<file path="src/rtl/jtcps1_obj_scan.sv">
// jtcps1_obj_scan: per-line object table scanner.
// Walks the object table for the line in vrender, finds the entries that
// cover that line and hands one 16x16 tile request at a time to the draw engine.
// Optional feature macro: JTCPS1_OBJ_BLOCK_EN. When it is defined, an entry may
// describe a block of tiles (height/width from attr). When it is undefined,
// every entry is a single 16x16 tile.
//
// Handshake: start is a request strobe. It is high only while idle=1, and then
// for exactly one cycle per tile. The draw engine accepts the tile on any cycle
// where start=1. Because start already includes idle, every start is a transfer.
// obj_code/obj_attr/obj_hpos/obj_bank are registered and do not change while
// a request is pending.
module jtcps1_obj_scan #(
    parameter logic [7:0] MAX_TILES = 8'd160,
    parameter logic [7:0] END_CODE  = 8'hFF
) (
    input  logic        clk,
    input  logic        rst,
    input  logic        line_start,
    input  logic [8:0]  vrender,
    input  logic [1:0]  cfg_bank,
    output logic [9:0]  tbl_addr,
    input  logic [15:0] tbl_data,
    output logic [15:0] obj_code,
    output logic [15:0] obj_attr,
    output logic [8:0]  obj_hpos,
    output logic [1:0]  obj_bank,
    output logic        start,
    input  logic        idle,
    output logic        done,
    output logic        ovf,
    output logic [2:0]  dbg_state
);

    localparam logic [2:0] ST_IDLE  = 3'd0;
    localparam logic [2:0] ST_FETCH = 3'd1;
    localparam logic [2:0] ST_CHECK = 3'd2;
    localparam logic [2:0] ST_ISSUE = 3'd3;
    localparam logic [2:0] ST_HOLD  = 3'd4;
    localparam logic [2:0] ST_DONE  = 3'd5;

    logic [2:0]  state_q, state_d;
    logic [7:0]  entry_q, entry_d;
    logic [2:0]  wcnt_q, wcnt_d;
    logic [9:0]  tbl_addr_q, tbl_addr_d;
    logic [8:0]  x_q, x_d;
    logic [8:0]  y_q, y_d;
    logic [15:0] code_q, code_d;
    logic [15:0] attr_q, attr_d;
    logic [8:0]  vrender_q, vrender_d;
    logic [1:0]  bank_q, bank_d;
    logic [3:0]  row_q, row_d;
    logic [3:0]  vsub_q, vsub_d;
    logic [3:0]  col_q, col_d;
    logic        hcnt_q, hcnt_d;
    logic [7:0]  tile_cnt_q, tile_cnt_d;
    logic        ovf_q, ovf_d;
    logic [15:0] obj_code_q, obj_code_d;
    logic [15:0] obj_attr_q, obj_attr_d;
    logic [8:0]  obj_hpos_q, obj_hpos_d;

    logic [3:0]  hgt, wid;
    logic        vflip, hflip;
    logic [8:0]  dy, lim;
    logic        hit;
    logic [3:0]  row_chk, vsub_chk;
    logic [3:0]  req_row, req_vsub, req_col, code_col;
    logic        load_req, advance, start_int;

    // A request is only offered while the draw engine is idle; a new line
    // pre-empts a pending request.
    assign start_int = (state_q == ST_ISSUE) && idle && !line_start;

    assign start     = start_int;
    assign done      = (state_q == ST_DONE);
    assign ovf       = ovf_q;
    assign tbl_addr  = tbl_addr_q;
    assign obj_code  = obj_code_q;
    assign obj_attr  = obj_attr_q;
    assign obj_hpos  = obj_hpos_q;
    assign obj_bank  = bank_q;
    assign dbg_state = state_q;

    // Entry geometry and vertical hit test on the captured entry.
    always_comb begin
`ifdef JTCPS1_OBJ_BLOCK_EN
        hgt = attr_q[15:12];
        wid = attr_q[11:8];
`else
        hgt = 4'd0;
        wid = 4'd0;
`endif
        vflip    = attr_q[6];
        hflip    = attr_q[5];
        dy       = vrender_q - y_q;
        lim      = {1'b0, hgt, 4'b0000} + 9'd16;
        hit      = (dy < lim);
        row_chk  = vflip ? (hgt - dy[7:4]) : dy[7:4];
        vsub_chk = dy[3:0] ^ {4{vflip}};
    end

    // Next-state logic: fetch, check, issue/hold loop, plus line_start override.
    always_comb begin
        state_d    = state_q;
        entry_d    = entry_q;
        wcnt_d     = wcnt_q;
        tbl_addr_d = tbl_addr_q;
        x_d        = x_q;
        y_d        = y_q;
        code_d     = code_q;
        attr_d     = attr_q;
        vrender_d  = vrender_q;
        bank_d     = bank_q;
        row_d      = row_q;
        vsub_d     = vsub_q;
        col_d      = col_q;
        hcnt_d     = hcnt_q;
        tile_cnt_d = tile_cnt_q;
        ovf_d      = ovf_q;
        load_req   = 1'b0;
        advance    = 1'b0;
        req_row    = row_q;
        req_vsub   = vsub_q;
        req_col    = col_q;

        case (state_q)
            ST_FETCH: begin
                // Table data lags the address by one cycle: word k-1 is
                // captured while word k is being addressed.
                case (wcnt_q)
                    3'd1:    x_d    = tbl_data[8:0];
                    3'd2:    y_d    = tbl_data[8:0];
                    3'd3:    code_d = tbl_data;
                    3'd4:    attr_d = tbl_data;
                    default: ;
                endcase
                if (wcnt_q == 3'd4) begin
                    state_d = ST_CHECK;
                end else begin
                    wcnt_d = wcnt_q + 3'd1;
                    if (wcnt_q != 3'd3) begin
                        tbl_addr_d = {entry_q, wcnt_d[1:0]};
                    end
                end
            end
            ST_CHECK: begin
                if (attr_q[15:8] == END_CODE) begin
                    state_d = ST_DONE;
                end else if (hit) begin
                    row_d    = row_chk;
                    vsub_d   = vsub_chk;
                    col_d    = 4'd0;
                    req_row  = row_chk;
                    req_vsub = vsub_chk;
                    req_col  = 4'd0;
                    load_req = 1'b1;
                    state_d  = ST_ISSUE;
                end else begin
                    advance = 1'b1;
                end
            end
            ST_ISSUE: begin
                if (start_int) begin
                    tile_cnt_d = tile_cnt_q + 8'd1;
                    hcnt_d     = 1'b0;
                    if (tile_cnt_d == MAX_TILES) begin
                        ovf_d   = 1'b1;
                        state_d = ST_DONE;
                    end else begin
                        state_d = ST_HOLD;
                    end
                end
            end
            ST_HOLD: begin
                if (!hcnt_q) begin
                    hcnt_d = 1'b1;
                end else if (col_q == wid) begin
                    advance = 1'b1;
                end else begin
                    col_d    = col_q + 4'd1;
                    req_col  = col_q + 4'd1;
                    load_req = 1'b1;
                    state_d  = ST_ISSUE;
                end
            end
            default: ;
        endcase

        // Move to the next entry; leaving entry 255 ends the table.
        if (advance) begin
            if (entry_q == 8'hFF) begin
                state_d = ST_DONE;
            end else begin
                entry_d    = entry_q + 8'd1;
                tbl_addr_d = {entry_q + 8'd1, 2'b00};
                wcnt_d     = 3'd0;
                state_d    = ST_FETCH;
            end
        end

        code_col   = hflip ? (wid - req_col) : req_col;
        obj_code_d = load_req ? (code_q + {8'd0, req_row, 4'd0} + {12'd0, code_col}) : obj_code_q;
        obj_hpos_d = load_req ? (x_q + {1'b0, req_col, 4'd0}) : obj_hpos_q;
        obj_attr_d = load_req ? {attr_q[15:12], req_vsub, attr_q[7:0]} : obj_attr_q;

        // A new line restarts the scan from any state.
        if (line_start) begin
            vrender_d  = vrender;
            bank_d     = cfg_bank;
            tile_cnt_d = 8'd0;
            ovf_d      = 1'b0;
            entry_d    = 8'd0;
            wcnt_d     = 3'd0;
            tbl_addr_d = 10'd0;
            state_d    = ST_FETCH;
        end
    end

    // State and datapath registers.
    always_ff @(posedge clk or posedge rst) begin
        if (rst) begin
            state_q    <= ST_IDLE;
            entry_q    <= 8'd0;
            wcnt_q     <= 3'd0;
            tbl_addr_q <= 10'd0;
            x_q        <= 9'd0;
            y_q        <= 9'd0;
            code_q     <= 16'd0;
            attr_q     <= 16'd0;
            vrender_q  <= 9'd0;
            bank_q     <= 2'd0;
            row_q      <= 4'd0;
            vsub_q     <= 4'd0;
            col_q      <= 4'd0;
            hcnt_q     <= 1'b0;
            tile_cnt_q <= 8'd0;
            ovf_q      <= 1'b0;
            obj_code_q <= 16'd0;
            obj_attr_q <= 16'd0;
            obj_hpos_q <= 9'd0;
        end else begin
            state_q    <= state_d;
            entry_q    <= entry_d;
            wcnt_q     <= wcnt_d;
            tbl_addr_q <= tbl_addr_d;
            x_q        <= x_d;
            y_q        <= y_d;
            code_q     <= code_d;
            attr_q     <= attr_d;
            vrender_q  <= vrender_d;
            bank_q     <= bank_d;
            row_q      <= row_d;
            vsub_q     <= vsub_d;
            col_q      <= col_d;
            hcnt_q     <= hcnt_d;
            tile_cnt_q <= tile_cnt_d;
            ovf_q      <= ovf_d;
            obj_code_q <= obj_code_d;
            obj_attr_q <= obj_attr_d;
            obj_hpos_q <= obj_hpos_d;
        end
    end

endmodule

</file>
<file path="config.mk">
export PLATFORM = sky130hd
export DESIGN_NAME = jtcps1_obj_scan
export DESIGN_NICKNAME = d
export VERILOG_FILES = /design/src/rtl/jtcps1_obj_scan.sv
export SDC_FILE = /design/constraint.sdc
export NUM_CORES = 1
export LEC_CHECK = 0
export CAP_MARGIN = 15
export CORE_AREA = 5 5 119 121
export CTS_BUF_LIST = sky130_fd_sc_hd__clkbuf_4 sky130_fd_sc_hd__clkbuf_8
export DETAILED_ROUTE_END_ITERATION = 7
export DIE_AREA = 0 0 124 126
export PLACE_DENSITY = 0.86
export SLEW_MARGIN = 10
export SYNTH_ARGS = -nofsm -noshare
export SYNTH_HDL_FRONTEND = slang
export SYNTH_SLANG_ARGS = --single-unit
</file>
<file path="constraint.sdc">
create_clock -name clk -period 5.85 [get_ports clk]
set_input_delay 1.17 -clock clk [delete_from_list [all_inputs] [get_ports clk]]
set_output_delay 1.17 -clock clk [all_outputs]
set_load 0.02 [all_outputs]
</file>
Word level (Yosys, flattened, before mapping)
Cells that the tools add are included.
- output and inout port bits: 59
- bits of input ports: 31
- register bits after elaboration: 148
- reduce and logical (&&, ||, !) cells: 19
- bitwise operators: 1
- eq/ne operators: 20
- $add $sub $neg: 10
- multiplexer cells: 57
- magnitude comparators: 1
- operator list (kind ; count):
    $mux 10 ; 6
    $mux 4 ; 12
    $mux 8 ; 6
    $mux 3 ; 14
    $eq 8x8->1 const B ; 3
    $add 16x4->16 ; 1
    $add 16x8->16 ; 1
    $add 8x1->8 const B ; 2
    $ne 4x4->1 const B ; 4
    $mux 1 ; 14
    $reduce_and 2->1 ; 7
    $eq 3x2->1 const B ; 4
    $pmux 3 s4 ; 1
    $reduce_bool 2->1 ; 5
    $add 9x8->9 ; 1
    $eq 3x3->1 const B ; 3
    $lt 9x5->1 const B ; 1
    $sub 9x9->9 ; 1
    $pmux 4 s2 ; 1
    $sub 1x4->4 const A ; 2
    $eq 3x1->1 const B ; 2
    $pmux 1 s2 ; 3
    $reduce_and 6->1 ; 1
    $reduce_bool 6->1 ; 1
    other kinds (10) ; 12

Longest topological paths before layout
- depth after elaboration: 8
- mapped depth: 23
- depth with buffers taken out: 22

Least setup slack after synthesis
Ideal clock, no wire load.
- kind: flip-flop to flip-flop
- start: register y_q[0]
- end: register obj_code_q[14], in the netlist obj_code[14]
- stages on the path, launching flop included: 21
- clock period less this slack: 4.975 ns
- required time: 5.727 ns
- buffers on the path: 0
- slack: 0.875 ns
- data arrival time: 4.852 ns
- library setup time: 0.123 ns
- path through: dfrtp_1 -> ha_1 -> fa_1 -> nand2b_1 -> a21oi_1 -> o22ai_1 -> xnor2_1 -> nor3_4 -> o31ai_1 -> inv_1 -> ha_1 -> mux2_2 -> fa_1 -> a21o_1 -> a21oi_1 -> o21ai_0 -> o41a_1 -> and3_1 -> and3_1 -> xnor2_1 -> a21oi_1
- word-level cells in the longest chain between the ends: 8
- elaborated cells between the ends (all ways): 17
- those cells by class: add/sub (5); order compare (1); mux (11)
- ends and longest elaborated chain (what ; line ; source):
    start: declaration ; 47 ; logic [8:0] y_q, y_d;
    start signal: assignment ; 247 ; y_q <= y_d;
    $sub 9x9->9 * ; 95 ; dy = vrender_q - y_q;
    $lt 9x5->1 * ; 97 ; hit = (dy < lim);
    $mux 4 * (2 in series) ; n/a ;
    $pmux 4 s2 * ; 126 ; case (state_q)
    net col_d[1] ; 54 ; logic [3:0] col_q, col_d;
    $sub 1x4->4 ; 201 ; code_col = hflip ? (wid - req_col) : req_col;
    $mux 4 * ; 201 ;
    $add 16x4->16 * ; 202 ; obj_code_d = load_req ? (code_q + {8'd0, req_row, 4'd0} + {12'd0, code_col}) : obj_code_q;
    end signal: assignment ; 258 ; obj_code_q <= obj_code_d;
    end: declaration ; 58 ; logic [15:0] obj_code_q, obj_code_d;
The timed path passes the listed nets; every way through them passes the cells marked *.
A chain may end at the register's enable or synchronous reset.

Worst setup path after layout
Ends and elaborated chain as after synthesis.

==> impl_metrics.env <==
export IMPL_clock_latency_ps=450
export IMPL_p_switching_w=0.00141
export IMPL_drtIter0Drc=340
export IMPL_crit_arrival_ps=5530
export IMPL_wl_per_cell_um=17.8
export IMPL_initial_core_util_pct=56.1
export IMPL_required_ps=6190
export IMPL_grt_usage_pct=22.3
export IMPL_maxSlewHeadroom_pct=37.3
export IMPL_netlist_top_cells_area="dfrtp_1, mux2_2, ha_1, xnor2_1, nor2_1"
export IMPL_grt_max_degree=120
export IMPL_hpwlAfterDp_mm=11.6
export IMPL_numClockSinks=148
export IMPL_post_route_period_util_pct=88.8
export IMPL_routed_via_density=5.65
export IMPL_post_cts_resized=0
export IMPL_area_growth_pct=20.6
export IMPL_hold_buffers=0
export IMPL_ir_worst_vdd_mv=0.290
export IMPL_post_cts_buffers=0
export IMPL_drive_above_1_share_pct=17.7
export IMPL_critPathLaunchType="flip-flop"
export IMPL_worstPathMaxFanout=4
export IMPL_power_frac_comb_pct=39.2
export IMPL_gp_congestion=0.860
export IMPL_seq_area_frac_synth_pct=50.8
export IMPL_yosys_warnings=0
export IMPL_setup_violations_final=0
export IMPL_port_buffers=89
export IMPL_yosys_area_top_type="dfrtp_1"
export IMPL_power_frac_clock_pct=21.6
export IMPL_final_max_slew_violation_count=0
export IMPL_yosys_most_used_dff="dfrtp_1"
export IMPL_syn_area_per_cell_um2=11.4
export IMPL_antenna_found_initial=0
export IMPL_synth_enable_flop_cells=0
export IMPL_p_sw_share_pct=35.5
export IMPL_seq_area_um2=3700
export IMPL_synthesis_area_um2=7290
export IMPL_cts_buffers=17
export IMPL_cts_tree="built"
export IMPL_final_common_cell="dfrtp_1"
export IMPL_maxCapViolations=0
export IMPL_synth_cell_types=58
export IMPL_syn_num_nets=706
export IMPL_layout_nets=797
export IMPL_htreeDepth=4
export IMPL_yosys_area_top_type_share_pct=50.8
export IMPL_cp_end_kind="flip-flop"
export IMPL_multiInputGateArea_um2=3390
export IMPL_ant_nets=0
export IMPL_grt_pass1_vias=5527
export IMPL_layout_min_cycle_time_ps=5190
export IMPL_synth_seq_cells=148
export IMPL_fillers=934
export IMPL_rows=42
export IMPL_clk_pin_slew_ps=80
export IMPL_tns_ps=0
export IMPL_p_seq_share_pct=39.2
export IMPL_worst_slew_pin_slew_ps=940
export IMPL_status="complete, no violations"
export IMPL_power_density_nw_per_um2=453
export IMPL_cts_root_buf="clkbuf_8"
export IMPL_vias=5201
export IMPL_leakagePower_nw=3.96
export IMPL_drc=0
export IMPL_drt_pass1_iterations=5
export IMPL_path_class="reg -> reg"
export IMPL_max_freq_mhz=193
export IMPL_fin_skew_ps=10.4
export IMPL_overflow=0
export IMPL_fp_dieW_um=124
export IMPL_async_flop_share_pct=100
export IMPL_antennaDiodeCount=0
export IMPL_hold_viol_final=0
export IMPL_min_path_type="reg -> reg"
export IMPL_die_area_um2=15600
export IMPL_dieHeight_um=126
export IMPL_final_cell_mix="dfrtp_1, clkdlybuf4s50_1, mux2_2"
export IMPL_p_int_w=0.00257
export IMPL_rsz0062_at_grt="false"
export IMPL_netlist_instances=641
export IMPL_core_area_um2=13000
export IMPL_grt_pass1_wl_mm=27.6
export IMPL_clk_path_buf_depth=2
export IMPL_ios=90
export IMPL_finalPower_w=0.00398
export IMPL_routed_wl_mm=16.4
worst max-delay path, stage by stage (launching register included):
cell	delay (ps)
dfrtp_1	390
ha_1	230
fa_1	400
nand2b_1	170
a21oi_1	200
o22ai_1	140
xnor2_1	390
nor3_4	110
o31ai_1	320
inv_1	100
ha_1	320
mux2_2	310
fa_1	440
a21o_1	170
a21oi_1	200
o21ai_0	150
o41a_1	360
and3_1	240
and3_1	200
xnor2_1	140
a21oi_1	90
synth_stat cells, types with 5 or more instances:
master	instances
mux2_2	78
a21o_1	5
o21a_1	7
mux2i_1	5
ha_1	31
clkbuf_1	12
nand4_1	5
nor3_1	14
nor2_1	58
xor2_1	11
nand3b_1	5
nand2b_1	7
nand3_1	13
inv_1	22
a31oi_1	6
xnor2_1	30
dfrtp_1	148
nand2_1	36
nor2b_1	9
o21ai_0	15
and3_1	8
a21oi_1	41
mux2_1	10
routing by layer:
| layer | track usage (%) | vias to the layer above | share of wire, % |
|---|---|---|---|
| met2 | 36.4 | 130 | 49 |
| met3 | 4.75 | 28 | 4.7 |
| met5 | 0 | - | 0 |
| li1 | - | 2428 | - |
| met1 | 29.4 | 2615 | 44 |
| met4 | 7.73 | 0 | 1.9 |
kinds of logic (layout without fill, tap and decap cells):
kind of cell	after synthesis	after routing	share of synthesized area [%]
and+or+nand+nor	172	172	11.4
DFF	148	148	50.8
AOI/OAI and AO/OA	107	107	9.60
muxes	93	93	14.3
buffers and inverters	46	150	2.80
xor gates and xnor gates	41	41	4.93
adders and majority gates	34	34	6.15
through the flow:
| stage | cells | setup slack [ps] | hold slack (ps) | cell area [µm²] | utilization, % |
|---|---|---|---|---|---|
| floorplan | 641 | 700 | 460 | 7290 | - |
| global placement | 888 | 920 | 468 | 8330 | 64.2 |
| detailed placement | 888 | 737 | 478 | 8330 | 64.2 |
| CTS | 920 | 659 | 496 | 8760 | 67.5 |
| global route | 921 | 337 | 525 | 8790 | 67.7 |
| finish | 921 | 656 | 491 | 8790 | 67.7 |
flip-flops by register name, indices dropped and copies added, names as in the netlist, 8 cells and up:
| name | count |
|---|---|
| x_q | 9 |
| obj_hpos | 9 |
| code_q | 16 |
| tile_cnt_q | 8 |
| y_q | 9 |
| obj_attr | 16 |
| tbl_addr | 10 |
| attr_q | 16 |
| obj_code | 16 |
| vrender_q | 9 |
| entry_q | 8 |
area by class of cell:
cell class | count | area share, %
Inverter | 22 | 0.996
Timing Repair Buffer | 96 | 10.9
Clock buffer | 21 | 3.07
Sequential cell | 148 | 42.1
Clock inverter | 11 | 1.79
Multi-Input combinational cell | 447 | 38.6
Tap cell | 176 | 2.50
path summary, 6_finish.rpt:
check	startpoint	to	slack (ps)	depth (start not counted)
max reg2reg	y_q[0]	obj_code[14]	660	20
min in group asynchronous	rst	vrender_q[2]	1140	2
min reg2reg	obj_attr[4]	obj_attr[4]	490	1
min	obj_attr[4]	obj_attr[4]	490	1
max in group asynchronous	rst	tile_cnt_q[3]	3930	3
max	y_q[0]	obj_code[14]	660	20
power groups by stage:
stage | clock, W | combinational (W) | sequential [W]
detailed placement | 0 | 0.00154 | 0.00158
CTS | 0.000876 | 0.00157 | 0.00156
global route | 0.000918 | 0.00171 | 0.00160
global placement | 0 | 0.00148 | 0.00155
floorplan | 0 | 0.000991 | 0.00162
finish | 0.000859 | 0.00156 | 0.00156
(Power assumes the default switching activity.)
